### src/rtl/rv_pkg.sv
// Shared RV64 definitions for the execute-stage slice.
// Contents: major opcode constants, ALU funct3 codes, branch funct3 codes,
// and the execute-stage squash state type.
package rv_pkg;

  localparam logic [6:0] OPC_LOAD      = 7'b0000011;
  localparam logic [6:0] OPC_OP_IMM    = 7'b0010011;
  localparam logic [6:0] OPC_OP_IMM_32 = 7'b0011011;
  localparam logic [6:0] OPC_STORE     = 7'b0100011;
  localparam logic [6:0] OPC_OP        = 7'b0110011;
  localparam logic [6:0] OPC_OP_32     = 7'b0111011;
  localparam logic [6:0] OPC_BRANCH    = 7'b1100011;

  localparam logic [2:0] ADD_SUB = 3'b000;
  localparam logic [2:0] SLL     = 3'b001;
  localparam logic [2:0] SLT     = 3'b010;
  localparam logic [2:0] SLTU    = 3'b011;
  localparam logic [2:0] XOR     = 3'b100;
  localparam logic [2:0] SRL_SRA = 3'b101;
  localparam logic [2:0] OR      = 3'b110;
  localparam logic [2:0] AND     = 3'b111;

  localparam logic [2:0] BEQ  = 3'b000;
  localparam logic [2:0] BNE  = 3'b001;
  localparam logic [2:0] BLT  = 3'b100;
  localparam logic [2:0] BGE  = 3'b101;
  localparam logic [2:0] BLTU = 3'b110;
  localparam logic [2:0] BGEU = 3'b111;

  typedef enum logic {
    RUN    = 1'b0,
    SQUASH = 1'b1
  } exec_state_e;

endpackage

### src/rtl/alu64.sv
// Combinational RV64 integer ALU.
// Ports:
//   op1, op2  : operands (op2 low bits give the shift amount)
//   funct3    : operation select (ADD_SUB .. AND)
//   alt       : sub for ADD_SUB, arithmetic shift for SRL_SRA
//   word      : 32-bit operation, result sign-extended from bit 31
//   result    : 64-bit result
module alu64
  import rv_pkg::*;
(
  input  logic [63:0] op1,
  input  logic [63:0] op2,
  input  logic [2:0]  funct3,
  input  logic        alt,
  input  logic        word,
  output logic [63:0] result
);

  logic [5:0]  sh64;
  logic [4:0]  sh32;
  logic [31:0] a32;
  logic [31:0] b32;
  logic [63:0] sra64;
  logic [31:0] sra32;
  logic [63:0] r64;
  logic [31:0] r32;

  assign sh64 = op2[5:0];
  assign sh32 = op2[4:0];
  assign a32  = op1[31:0];
  assign b32  = op2[31:0];

  // Arithmetic shifts kept as standalone assignments so the signed context
  // is not lost by mixing with unsigned operands in a conditional.
  assign sra64 = $signed(op1) >>> sh64;
  assign sra32 = $signed(a32) >>> sh32;

  always_comb begin
    r64 = '0;
    case (funct3)
      ADD_SUB: r64 = alt ? (op1 - op2) : (op1 + op2);
      SLL:     r64 = op1 << sh64;
      SLT:     r64 = {63'd0, $signed(op1) < $signed(op2)};
      SLTU:    r64 = {63'd0, op1 < op2};
      XOR:     r64 = op1 ^ op2;
      SRL_SRA: r64 = alt ? sra64 : (op1 >> sh64);
      OR:      r64 = op1 | op2;
      AND:     r64 = op1 & op2;
      default: r64 = '0;
    endcase
  end

  always_comb begin
    r32 = '0;
    case (funct3)
      ADD_SUB: r32 = alt ? (a32 - b32) : (a32 + b32);
      SLL:     r32 = a32 << sh32;
      SLT:     r32 = {31'd0, $signed(a32) < $signed(b32)};
      SLTU:    r32 = {31'd0, a32 < b32};
      XOR:     r32 = a32 ^ b32;
      SRL_SRA: r32 = alt ? sra32 : (a32 >> sh32);
      OR:      r32 = a32 | b32;
      AND:     r32 = a32 & b32;
      default: r32 = '0;
    endcase
  end

  assign result = word ? {{32{r32[31]}}, r32} : r64;

endmodule

### src/rtl/inst_execute.sv
// RV64 integer execute stage: ALU / load-address generation, conditional
// branch resolution, squash of younger instructions after a taken branch,
// and registered outputs for the memory/write-back stage.
// Optional build macro: EXEC_FORWARD_EN (EX->EX bypass from the previous
// registered result).
// Ports:
//   CLK, reset (async, active-low)
//   rd, rs1, rs2, funct3, funct7, op1, op2, control bits, branch_offset, PC_i
//     : decode bundle
//   alu_result, rd_o, funct3_o, write_back_o, mem_acc_o, load_flag_o
//     : registered results/controls to memory stage
//   branch_taken, branch_target : one-cycle taken-branch redirect
//   flush : high while squashing; upstream discards its state
module inst_execute
  import rv_pkg::*;
#(
  parameter int unsigned SQUASH_CYCLES = 2,
  parameter int unsigned XLEN          = 64
) (
  input  logic            CLK,
  input  logic            reset,
  input  logic [4:0]      rd,
  input  logic [4:0]      rs1,
  input  logic [4:0]      rs2,
  input  logic [2:0]      funct3,
  input  logic [6:0]      funct7,
  input  logic [XLEN-1:0] op1,
  input  logic [XLEN-1:0] op2,
  input  logic            write_back,
  input  logic            imm_flag,
  input  logic            mem_acc,
  input  logic            load_flag,
  input  logic            word_inst,
  input  logic            branch_flag,
  input  logic [XLEN-1:0] branch_offset,
  input  logic [XLEN-1:0] PC_i,
  output logic [XLEN-1:0] alu_result,
  output logic [4:0]      rd_o,
  output logic [2:0]      funct3_o,
  output logic            write_back_o,
  output logic            mem_acc_o,
  output logic            load_flag_o,
  output logic            branch_taken,
  output logic [XLEN-1:0] branch_target,
  output logic            flush
);

  exec_state_e     state_q, state_d;
  logic [2:0]      cnt_q, cnt_d;

  logic [XLEN-1:0] src1, src2;
  logic [XLEN-1:0] alu_out;
  logic            alt_sel;
  logic            br_cond;

  logic [XLEN-1:0] res_d, tgt_d;
  logic [4:0]      rd_d;
  logic [2:0]      f3_d;
  logic            wb_d, mem_d, ld_d, bt_d;

  logic            unused_inputs;
  assign unused_inputs = ^{rs1, rs2, funct7[6], funct7[4:0]};

`ifdef EXEC_FORWARD_EN
  // A bubble always registers write_back_o=0, so it can never be a source.
  logic fwd_ok;
  always_comb begin
    fwd_ok = write_back_o && !load_flag_o && (rd_o != '0);
    src1   = (fwd_ok && (rd_o == rs1)) ? alu_result : op1;
    src2   = (fwd_ok && (rd_o == rs2) && !imm_flag && !load_flag) ? alu_result : op2;
  end
`else
  assign src1 = op1;
  assign src2 = op2;
`endif

  // Shift type comes from imm[10] for immediates; funct7[5] only selects
  // sub for register ops.
  assign alt_sel = (funct3 == SRL_SRA) ? (imm_flag ? op2[10] : funct7[5])
                                       : (!imm_flag && funct7[5]);

  alu64 u_alu (
    .op1    (src1),
    .op2    (src2),
    .funct3 (funct3),
    .alt    (alt_sel),
    .word   (word_inst),
    .result (alu_out)
  );

  always_comb begin
    br_cond = 1'b0;
    case (funct3)
      BEQ:     br_cond = (src1 == src2);
      BNE:     br_cond = (src1 != src2);
      BLT:     br_cond = ($signed(src1) <  $signed(src2));
      BGE:     br_cond = ($signed(src1) >= $signed(src2));
      BLTU:    br_cond = (src1 <  src2);
      BGEU:    br_cond = (src1 >= src2);
      default: br_cond = 1'b0;
    endcase
  end

  always_comb begin
    state_d = state_q;
    cnt_d   = cnt_q;
    res_d   = load_flag ? (src1 + src2) : alu_out;
    rd_d    = rd;
    f3_d    = funct3;
    wb_d    = write_back;
    mem_d   = mem_acc;
    ld_d    = load_flag;
    bt_d    = 1'b0;
    tgt_d   = branch_target;
    case (state_q)
      RUN: begin
        if (branch_flag) begin
          res_d = '0;
          wb_d  = 1'b0;
          mem_d = 1'b0;
          if (br_cond) begin
            bt_d    = 1'b1;
            tgt_d   = PC_i + branch_offset;
            state_d = SQUASH;
            cnt_d   = 3'(SQUASH_CYCLES);
          end
        end
      end
      SQUASH: begin
        res_d = '0;
        rd_d  = '0;
        wb_d  = 1'b0;
        mem_d = 1'b0;
        ld_d  = 1'b0;
        cnt_d = cnt_q - 3'd1;
        if (cnt_q <= 3'd1) begin
          state_d = RUN;
        end
      end
      default: state_d = RUN;
    endcase
  end

  always_ff @(posedge CLK or negedge reset) begin
    if (!reset) begin
      state_q       <= RUN;
      cnt_q         <= '0;
      alu_result    <= '0;
      rd_o          <= '0;
      funct3_o      <= '0;
      write_back_o  <= 1'b0;
      mem_acc_o     <= 1'b0;
      load_flag_o   <= 1'b0;
      branch_taken  <= 1'b0;
      branch_target <= '0;
    end else begin
      state_q       <= state_d;
      cnt_q         <= cnt_d;
      alu_result    <= res_d;
      rd_o          <= rd_d;
      funct3_o      <= f3_d;
      write_back_o  <= wb_d;
      mem_acc_o     <= mem_d;
      load_flag_o   <= ld_d;
      branch_taken  <= bt_d;
      branch_target <= tgt_d;
    end
  end

  assign flush = (state_q == SQUASH);

endmodule

### config.mk
export PLATFORM = sky130hd
export DESIGN_NAME = inst_execute
export DESIGN_NICKNAME = d
export VERILOG_FILES = /design/src/rtl/rv_pkg.sv /design/src/rtl/alu64.sv /design/src/rtl/inst_execute.sv
export SDC_FILE = /design/constraint.sdc
export NUM_CORES = 2
export LEC_CHECK = 0
export CAP_MARGIN = 30
export CORE_MARGIN = 2
export CORE_UTILIZATION = 35
export CTS_CLUSTER_DIAMETER = 50
export DETAILED_ROUTE_END_ITERATION = 16
export GPL_TIMING_DRIVEN = 0
export SETUP_SLACK_MARGIN = 0.15
export SLEW_MARGIN = 40
export SYNTH_ARGS = -nofsm -noshare
export SYNTH_HDL_FRONTEND = slang
export SYNTH_SLANG_ARGS = --single-unit
### constraint.sdc
create_clock -name CLK -period 3.5 [get_ports CLK]
set_clock_uncertainty 0.05 [all_clocks]
set_input_delay 0.525 -clock CLK [delete_from_list [all_inputs] [get_ports CLK]]
set_output_delay 0.525 -clock CLK [all_outputs]
set_load 0.01 [all_outputs]
==> results.json <==
{
  "outcome": "complete, but fails checks",
  "violations": "negative setup slack",
  "final_core_util_pct": 50.5,
  "combPwrFrac_pct": 69.5,
  "maxSlewViolCount": 0,
  "antenna_found_initial": 24,
  "async_flop_share_pct": 100,
  "fill_cells": 8227,
  "setup_tns_ns": -108.44,
  "layout.nets": 5232,
  "dieArea_sq_um": 86100,
  "crit_path_start_kind": "primary input",
  "crit_chain": "buf_2 -> inv_1 -> ha_2 -> or4_4 -> nand2b_4 -> nor4_4 -> nand3_2 -> and4bb_1 -> nand4_1 -> nor3b_2 -> a31oi_1 -> mux2i_1 -> a211oi_4 -> and2b_4 -> buf_12 -> buf_12 -> mux2_4",
  "leakagePower_nw": 17.3,
  "ys_warn_count": 0,
  "final_common_cell": "nor2_1",
  "finalHoldViolations": 0,
  "crit_type": "in -> reg",
  "slowest_stage": "or4_4",
  "clock_latency_ns": 0.50,
  "initial_core_util_pct": 35.2,
  "grt_pass1_vias": 37367,
  "drive_above_1_share_pct": 25.3,
  "grt_max_degree": 71,
  "via_per_inst": 6.97,
  "synth_top_area_share_pct": 12.3,
  "drc": 0,
  "power.share.switching_pct": 49.5,
  "place_congestion": 1.09,
  "worst_pin_slew_ns": 1.09,
  "yosys-top-cells-area": "dfrtp_1 12%, ha_1 11%, a21oi_1 7.7%",
  "ys_seq_area_share_pct": 12.3,
  "critPathMaxStageDelay_ns": 0.57,
  "p_int_w": 0.00760,
  "avgSynthCellArea_sq_um": 7.25,
  "numClockSinks": 144,
  "rsz0062_at_grt": "true",
  "synth_edf_count": 0,
  "numPortBuffers": 412,
  "rows": 106,
  "syn_inst": 4046,
  "max_freq_mhz": 216,
  "p_sw_w": 0.00746,
  "cts_tree": "done",
  "wl_per_cell_um": 39.6,
  "syn-num-nets": 4595,
  "critical_path_arrival_ns": 4.97,
  "seq_power_share_pct": 16.9,
  "ant_nets": 0,
  "synth_top_cell_by_area": "dfrtp_1",
  "pre_cts_slack_ns": -3.80,
  "grt_usage_pct": 51.0,
  "cts.clk_slew.worst_paths_ns": 0.07,
  "p_per_area_nw_per_um2": 358,
  "dp_hpwl_mm": 182,
  "synthFlopType": "dfrtp_1",
  "ir_drop_v": 0.000431,
  "wirelength_mm": 229,
  "drt_iter0_markers": 6541,
  "cp-end-kind": "register",
  "setup_slack_ns": -1.13,
  "required_ns": 3.83,
  "coreArea_sq_um": 83300,
  "htree_levels": 4,
  "area_growth_pct": 43.3,
  "cts_buffers": 17,
  "gr-total-overflow": 0,
  "setup_violations": 120,
  "die_y_um": 293,
  "slew_headroom_pct": 27.6,
  "cpMostUsedCell": "buf_12",
  "maxCapViolations": 0,
  "hold_ws_ns": 0.236,
  "clock_tree.root_cell": "clkbuf_16",
  "netlist_area_sq_um": 29300,
  "cts.path.max_buffers": 2,
  "final_cell_mix": "479 x nor2_1, 356 x a21oi_1, 333 x nand2_1",
  "cpLargestDelayFamily": "simple AND/OR/NAND/NOR gates",
  "ys_types": 101,
  "via_count": 40397,
  "grt_pass1_wl_mm": 306,
  "hold_class": "in -> reg",
  "crit_fanout": 10,
  "first_pass_iters": 9,
  "finalCritPeriodShare_pct": 132,
  "synth-seq-cells": 144,
  "pwr-share-clk_pct": 13.6,
  "worst-path-buf-inv": 4,
  "pin_count": 430,
  "final.min_clock_period_ns": 4.63,
  "dieWidth_um": 293
}
[synthesized netlist by cell type (all sizes together), types with 17 or more instances]
cell	number
a221oi	49
clkbuf	210
mux2	85
o211ai	48
inv	230
a211o	18
ha	257
xnor2	132
a2111oi	18
and3	17
o22ai	37
dfrtp	144
nand4	37
o21bai	54
o31ai	33
nor4	35
nand2	348
xor2	32
o21a	19
o21ai	332
nor2b	27
a21o	84
nand2b	29
nor3	72
a31oi	43
nand3	64
mux4	96
a211oi	67
a21oi	451
buf	78
o221ai	24
a22oi	23
nor2	530
mux2i	118
[power groups by stage]
stage	Sequential [W]	Clock, W	Combinational, W
after floorplan	0.00275	0	0.00414
after global placement	0.00253	0	0.00849
after detailed placement	0.00255	0	0.00855
after CTS	0.00253	0.00209	0.00954
after global routing	0.00259	0.00214	0.0106
final	0.00255	0.00206	0.0105
[worst reg2reg max path: stages, from the launching register on]
cell and delay [ns]:
dfrtp_1 0.65, nor2_4 0.59, nand2_1 0.35, clkbuf_2 0.50
clkbuf_2 0.61, o211ai_1 0.49
[area by class of cell]
| type | count | area, sq um | share of cell area, % |
|---|---|---|---|
| inverter | 236 | 963 | 2.29 |
| timing repair buffer | 619 | 6180 | 14.7 |
| clock buffer | 17 | 425 | 1.01 |
| sequential | 144 | 3600 | 8.57 |
| antenna | 17 | 42.5 | 0.101 |
| clock inverter | 15 | 189 | 0.449 |
| buffer | 287 | 2240 | 5.33 |
| multi-input combinational | 3378 | 27000 | 64.3 |
| tap | 1080 | 1350 | 3.21 |
[cells by family after synthesis]
family                   synth area share (%)
AO/OA/AOI/OAI                            31.2
XOR/XNOR                                 4.90
adder cells (fa/ha/maj)                  11.2
buffers and inverters                    7.18
flip-flops                               12.3
multiplexers                             15.0
AND/OR/NAND/NOR                          18.3
[sequential cells by signal, indices dropped and copies added (netlist names)]
signal / cells
load_flag_o: 1
alu_result: 64
mem_acc_o: 1
branch_target: 64
funct3_o: 3
write_back_o: 1
cnt_q: 3
branch_taken: 1
rd_o: 5
flush: 1
[through the flow]
stage	instance area (sq um)	total power [W]	std cells
2_1_floorplan	29800	0.00689	4046
3_3_place_gp	35200	0.0110	5538
3_5_place_dp	35600	0.0111	5545
4_1_cts	40200	0.0142	5701
5_1_grt	42000	0.0154	5784
6_report	42000	0.0151	5793
[routing by layer]
layer	wire length, um	up-vias	track usage [%]	part of all wire, %
met5	273	-	0.851	0.12
li1	-	16188	-	-
met3	32900	1011	21.9	14
met2	89700	3608	71.3	39
met1	85100	19574	61.9	37
met4	21300	16	37.4	9.3
[path summary, 6_finish.rpt]
kind,from,endpoint,slack (ns),cells after the start
worst max-delay path,op1[57],branch_target[58],-1.13,17
worst min-delay path,funct3[2],funct3_o[2],0.24,1
worst max register to register,flush,alu_result[60],0.15,5
worst min register to register,branch_target[49],branch_target[49],0.46,1
max in group asynchronous,reset,alu_result[12],1.95,4
min in group asynchronous,reset,alu_result[2],0.37,2
[what timing repair did]
action,in CTS,in global routing
hold buffers,1,0
setup buffers,121,71
pin swaps,97,93
cloned,3,4
resized for setup,879,357
endpoints found under the setup margin,133,133
hold endpoints to repair,6,0
Power figures use the tool's default switching activity.
